$ cat config.mk
export PLATFORM = sky130hd
export DESIGN_NAME = apb_uart_if
export DESIGN_NICKNAME = d
export VERILOG_FILES = /design/src/rtl/apb_uart_if.sv
export SDC_FILE = /design/constraint.sdc
export NUM_CORES = 1
export LEC_CHECK = 0
export ABC_AREA = 1
export CORE_MARGIN = 2
export CORE_UTILIZATION = 37
export DETAILED_ROUTE_END_ITERATION = 16
export GPL_TIMING_DRIVEN = 0
export PLACE_DENSITY = 0.84
export SYNTH_ARGS = -nofsm -noshare
export SYNTH_HDL_FRONTEND = slang
export SYNTH_SLANG_ARGS = --single-unit
$ cat constraint.sdc
create_clock -name clk -period 2.4 [get_ports clk]
set_input_delay 0.48 -clock clk [delete_from_list [all_inputs] [get_ports clk]]
set_output_delay 0.48 -clock clk [all_outputs]
set_load 0.1 [all_outputs]
$ cat src/rtl/apb_uart_if.sv
// APB3 slave in front of uart_top's FIFOs: DATA/STATUS/CTRL/CLEAR registers, sticky errors.
// Define APB_UART_IRQ_EN to build the CTRL register and the level interrupt; otherwise irq=0.
module apb_uart_if #(
    parameter int DATA_BITS = 8,
    parameter int ADDR_W    = 8
) (
    input  logic                 clk,
    input  logic                 rst_n,
    input  logic                 psel,
    input  logic                 penable,
    input  logic                 pwrite,
    input  logic [ADDR_W-1:0]    paddr,
    input  logic [31:0]          pwdata,
    output logic [31:0]          prdata,
    output logic                 pready,
    output logic                 pslverr,
    output logic                 tx_fifo_wr_en,
    output logic [DATA_BITS-1:0] tx_fifo_din,
    input  logic                 tx_fifo_full,
    output logic                 rx_fifo_rd_en,
    input  logic [DATA_BITS-1:0] rx_fifo_dout,
    input  logic                 rx_fifo_empty,
    input  logic                 rx_error,
    output logic                 irq
);

    typedef enum logic [1:0] {IDLE, POP, CAPT, RESP} state_e;

    localparam logic [1:0] REG_DATA   = 2'd0;
    localparam logic [1:0] REG_STATUS = 2'd1;
    localparam logic [1:0] REG_CTRL   = 2'd2;
    localparam logic [1:0] REG_CLEAR  = 2'd3;

    state_e               state_q, state_d;
    logic [31:0]          prdata_q, prdata_d;
    logic                 pslverr_q, pslverr_d;
    logic                 wr_en_q, wr_en_d;
    logic [DATA_BITS-1:0] din_q, din_d;
    logic                 rx_err_q, rx_err_d;
    logic                 tx_ovf_q, tx_ovf_d;
    logic                 pop_req, set_ovf, clr_rx, clr_ovf;

`ifdef APB_UART_IRQ_EN
    logic [1:0] ctrl_q, ctrl_d;
    logic       irq_q;
`endif

    logic       access, setup, bad_addr;
    logic [1:0] reg_sel;
    logic       unused_ok;

    assign access    = psel & penable;
    assign setup     = psel & ~penable;
    assign reg_sel   = paddr[3:2];
    assign bad_addr  = |paddr[ADDR_W-1:4];
    assign unused_ok = ^{paddr[1:0], pwdata[31:DATA_BITS]};

    // NOTE: every signal driven here gets a default first, so no path can infer a latch.
    always_comb begin
        state_d   = state_q;
        prdata_d  = prdata_q;
        pslverr_d = pslverr_q;
        wr_en_d   = 1'b0;
        din_d     = din_q;
        pop_req   = 1'b0;
        set_ovf   = 1'b0;
        clr_rx    = 1'b0;
        clr_ovf   = 1'b0;
`ifdef APB_UART_IRQ_EN
        ctrl_d    = ctrl_q;
`endif
        unique case (state_q)
            IDLE: begin
                // A non-empty DATA read pops in setup so the byte is ready one cycle later.
                if (setup && !pwrite && !bad_addr && reg_sel == REG_DATA && !rx_fifo_empty) begin
                    pop_req = 1'b1;
                    state_d = POP;
                end else if (access) begin
                    state_d   = RESP;
                    prdata_d  = '0;
                    pslverr_d = 1'b0;
                    if (bad_addr) begin
                        pslverr_d = 1'b1;
                    end else if (pwrite) begin
                        unique case (reg_sel)
                            REG_DATA: begin
                                if (tx_fifo_full) begin
                                    pslverr_d = 1'b1;
                                    set_ovf   = 1'b1;
                                end else begin
                                    wr_en_d = 1'b1;
                                    din_d   = pwdata[DATA_BITS-1:0];
                                end
                            end
`ifdef APB_UART_IRQ_EN
                            REG_CTRL:  ctrl_d = pwdata[1:0];
`endif
                            REG_CLEAR: begin
                                clr_rx  = pwdata[2];
                                clr_ovf = pwdata[3];
                            end
                            default: ;
                        endcase
                    end else begin
                        unique case (reg_sel)
                            // Reaching here means RX was empty at setup.
                            REG_DATA:   pslverr_d = 1'b1;
                            REG_STATUS: prdata_d  = 32'({tx_ovf_q, rx_err_q, rx_fifo_empty, tx_fifo_full});
`ifdef APB_UART_IRQ_EN
                            REG_CTRL:   prdata_d  = 32'(ctrl_q);
`endif
                            default: ;
                        endcase
                    end
                end
            end
            POP:  state_d = CAPT;
            CAPT: begin
                state_d   = RESP;
                prdata_d  = 32'(rx_fifo_dout);
                pslverr_d = 1'b0;
            end
            RESP: state_d = IDLE;
            default: state_d = IDLE;
        endcase

        // A new error on the same cycle as its clear stays set.
        rx_err_d = rx_error | (rx_err_q & ~clr_rx);
        tx_ovf_d = set_ovf  | (tx_ovf_q & ~clr_ovf);
    end

    // NOTE: state registers use non-blocking assignments so all of them update from pre-edge values.
    always_ff @(posedge clk or negedge rst_n) begin
        if (!rst_n) begin
            state_q   <= IDLE;
            prdata_q  <= '0;
            pslverr_q <= 1'b0;
            wr_en_q   <= 1'b0;
            din_q     <= '0;
            rx_err_q  <= 1'b0;
            tx_ovf_q  <= 1'b0;
        end else begin
            state_q   <= state_d;
            prdata_q  <= prdata_d;
            pslverr_q <= pslverr_d;
            wr_en_q   <= wr_en_d;
            din_q     <= din_d;
            rx_err_q  <= rx_err_d;
            tx_ovf_q  <= tx_ovf_d;
        end
    end

`ifdef APB_UART_IRQ_EN
    always_ff @(posedge clk or negedge rst_n) begin
        if (!rst_n) begin
            ctrl_q <= '0;
            irq_q  <= 1'b0;
        end else begin
            ctrl_q <= ctrl_d;
            irq_q  <= (ctrl_q[0] & ~rx_fifo_empty) | (ctrl_q[1] & (rx_err_q | tx_ovf_q));
        end
    end
    assign irq = irq_q;
`else
    assign irq = 1'b0;
`endif

    assign prdata        = prdata_q;
    assign pslverr       = pslverr_q;
    assign pready        = (state_q == RESP);
    assign tx_fifo_wr_en = wr_en_q;
    assign tx_fifo_din   = din_q;
    // Gated so no pop can be issued while reset is held.
    assign rx_fifo_rd_en = pop_req & rst_n;

endmodule
==> flow_summary_export.csv, run 1 <==
group,metric,value,unit
global_routing,first_global_vias,1121,
logic_synthesis,yosys_warnings,0,
worst_setup_path,cp_data_arrival_time,1.83,ns
detailed_routing,drt_pass1_iterations,4,
logic_synthesis,synth_top_area_frac,0.408,
cts,insertion_delay,0.31,ns
placed_design,portBuffers,49,
cts,ctsHtreeMaxLevel,1,
cts,cts_setup_buffers,0,
logic_synthesis,syn_area,1350,um^2
cts,max-clock-path-buffers,2,
worst_setup_path,crit_buf_inv,1,
logic_synthesis,synthCells,178,
run,cap_violations,0,
cts,cts_hold_buf,0,
floorplanning,die_y,64.4,um
status,status,"complete, no violations",
detailed_routing,drt_first_iter_violations,32,
timing,hold_viol,0,
worst_setup_path,path_max_fanout,2,
floorplanning,ios,101,
worst_setup_path,startpoint,"prdata[1]",
timing,slew_violations,0,
detailed_routing,drc,0,
worst_setup_path,worstPathRequired,1.92,ns
global_routing,grt_pass1_wl,4950,um
logic_synthesis,avgSynthCellArea,7.58,um^2
placed_design,place_congestion,0.805,
timing,skew,0.00248,ns
placed_design,place_hpwl,2280,um
cts,cts_tree,"yes",
floorplanning,fp.coreArea,3420,um^2
finish,final_nets,315,
detailed_routing,vias,1285,
logic_synthesis,synth_seq_cells,22,
worst_setup_path,cp_cell_sequence,"clkdlybuf4s50_1",
timing,fin_crit_sh,0.962,
worst_setup_path,r2r_start,"state_q[0]",
cts,path_clk_slew,0.11,ns
finish,diodes,0,
worst_setup_path,crit_path_max_incr_delay,1.15,ns
detailed_routing,totalWireLength,2960,um
worst_setup_path,crit_family,"buffers and inverters",
logic_synthesis,synth_edf_count,0,
finish,fillers,310,
worst_setup_path,critPathKind,"reg2out",
logic_synthesis,synth_most_common_cell,"nand2_1",
power_and_ir_drop,ir_worst_vdd,1.00,mV
timing,slew_headroom,0.338,
worst_setup_path,end_kind,"primary output",
timing,rsz0062_at_grt,"no",
finish,layoutNonFillerInstCount,300,
finish,synthToLayoutAreaGrowth,52.0,%
timing,tightest_slew,0.991,ns
logic_synthesis,async_flop_share,1.00,
logic_synthesis,ys.flop_type,"dfrtp_1",
placed_design,placed_cells,297,
detailed_routing,wl_per_cell,9.87,um
power_and_ir_drop,powerDensity,1060,nW/um^2
global_routing,grt_usage,0.155,
floorplanning,dieArea,4150,um^2
floorplanning,fp.dieW,64.4,um
worst_setup_path,critPathSlowestCell,"clkdlybuf4s50_1",
placed_design,pre_cts_ws,-1.26,ns
timing,setup_viol,0,
logic_synthesis,ys_types,19,
logic_synthesis,ys_seq_area_frac,0.408,
floorplanning,initial_core_util,0.395,
timing,min_period,2.31,ns
global_routing,grt_max_degree,24,
logic_synthesis,yosysTopAreaCell,"dfrtp_1",
worst_setup_path,cp-start-kind,"register",
worst_setup_path,ff2ff_setup_slack,0.81,ns
logic_synthesis,synthTopCellsByCount,"61 x nand2_1, 25 x buf_4, 24 x nand3_1",
global_routing,overflow,0,
cts,cts.sinks,22,
min_path,hold_class,"in2async",
detailed_routing,vias_per_cell,4.28,
logic_synthesis,synthTopCellsByArea,"dfrtp_1 41%, nand2_1 17%, buf_4 14%",
cts,cts_root_buf,"clkbuf_4",
cts,cts-buffers-inserted,3,
timing,setup_slack,0.0913,ns
power_and_ir_drop,p_leak,1.12,nW
timing,fmax,433,MHz
floorplanning,rows,21,
detailed_routing,final_antenna_net_count,0,
global_routing,antenna_found_initial,0,
finish,drive_above_1_share,0.173,
[registers in the layout (all words and copies together), names as in the netlist]
name and cells:
prdata 8, tx_fifo_din 8, state_q 2, pslverr 1, rx_err_q 1, tx_fifo_wr_en 1
tx_ovf_q 1
[where the power goes]
part / leakage [nW] / switching [W] / internal, W
registers: 0.290 / 0.0000577 / 0.000469
clock network: 0.0138 / 0.000107 / 0.0000588
logic: 0.816 / 0.00115 / 0.000334
total: 1.12 / 0.00132 / 0.000862
[layer usage]
layer / wire (um) / global-route usage / share of wire
met2: 1370 / 0.270 / 0.46
met1: 1300 / 0.177 / 0.44
met4: 40 / 0.0559 / 0.014
met3: 260 / 0.0511 / 0.088
met5: 0 / 0 / 0
[timing repair]
action | 4_1_cts | 5_1_grt
setup endpoints to repair | 2 | 1
endpoints found under the hold margin | 0 | 0
resized for setup | 14 | 6
pin swaps | 1 | 1
cloned | 0 | 0
[stage by stage]
step / setup TNS, ns / util / cell area (um^2) / power, W / hold WS (ns)
after detailed placement: -1.26 / 0.585 / 2000 / 0.00202 / 0.457
after floorplan: 0 / - / 1450 / 0.00170 / 0.184
after CTS: -0.0142 / 0.596 / 2030 / 0.00219 / 0.254
after global routing: 0 / 0.601 / 2050 / 0.00230 / 0.256
after global placement: -1.24 / 0.585 / 2000 / 0.00201 / 0.453
final: 0 / 0.601 / 2050 / 0.00218 / 0.230
[placed cells by master, fill, tap and decap left out, types with 2 or more instances in the layout]
master,instances
buf_4,25
clkbuf_4,3
clkdlybuf4s50_1,43
conb_1,25
dfrtp_1,22
dlymetal6s2s_1,3
ha_1,3
inv_1,11
inv_2,4
nand2_1,59
nand2_2,2
nand3_1,24
nand4_1,2
nor2_1,12
nor2_4,4
[logic make-up after synthesis]
| logic type | synth area share |
|---|---|
| and+or+nand+nor | 0.374 |
| DFF | 0.408 |
| other | 0.00278 |
| AOI/OAI and AO/OA | 0.00370 |
| adders and majority gates | 0.0278 |
| buffers and inverters | 0.183 |
[area by class of cell]
type | instances | area (um^2) | area share
Inverter | 15 | 56.3 | 0.0274
Multi-Input combinational cell | 139 | 666 | 0.324
Timing Repair Buffer | 49 | 508 | 0.248
Buffer | 26 | 191 | 0.0933
Tap cell | 46 | 57.6 | 0.0280
Clock buffer | 3 | 22.5 | 0.0110
Sequential cell | 22 | 551 | 0.268
[final timing paths]
check | end | depth (start not counted)
min in group clk | tx_fifo_din[6] | 2
hold reg to reg | tx_fifo_din[6] | 2
max in group asynchronous | tx_ovf_q | 1
hold / removal | tx_fifo_din[3] | 1
setup / recovery | prdata[1] | 1
setup reg to reg | prdata[7] | 8
(Power assumes the default switching activity.)
==> run 2: changes to the inputs <==
--- a/config.mk
+++ b/config.mk
@@ -9,6 +9,7 @@
 export CORE_MARGIN = 2
 export CORE_UTILIZATION = 37
 export DETAILED_ROUTE_END_ITERATION = 16
+export GPL_ROUTABILITY_DRIVEN = 0
 export GPL_TIMING_DRIVEN = 0
 export PLACE_DENSITY = 0.84
 export SYNTH_ARGS = -nofsm -noshare
==> results of run 2 <==
No change in the layout: final DEF, timing and power equal those of run 1.
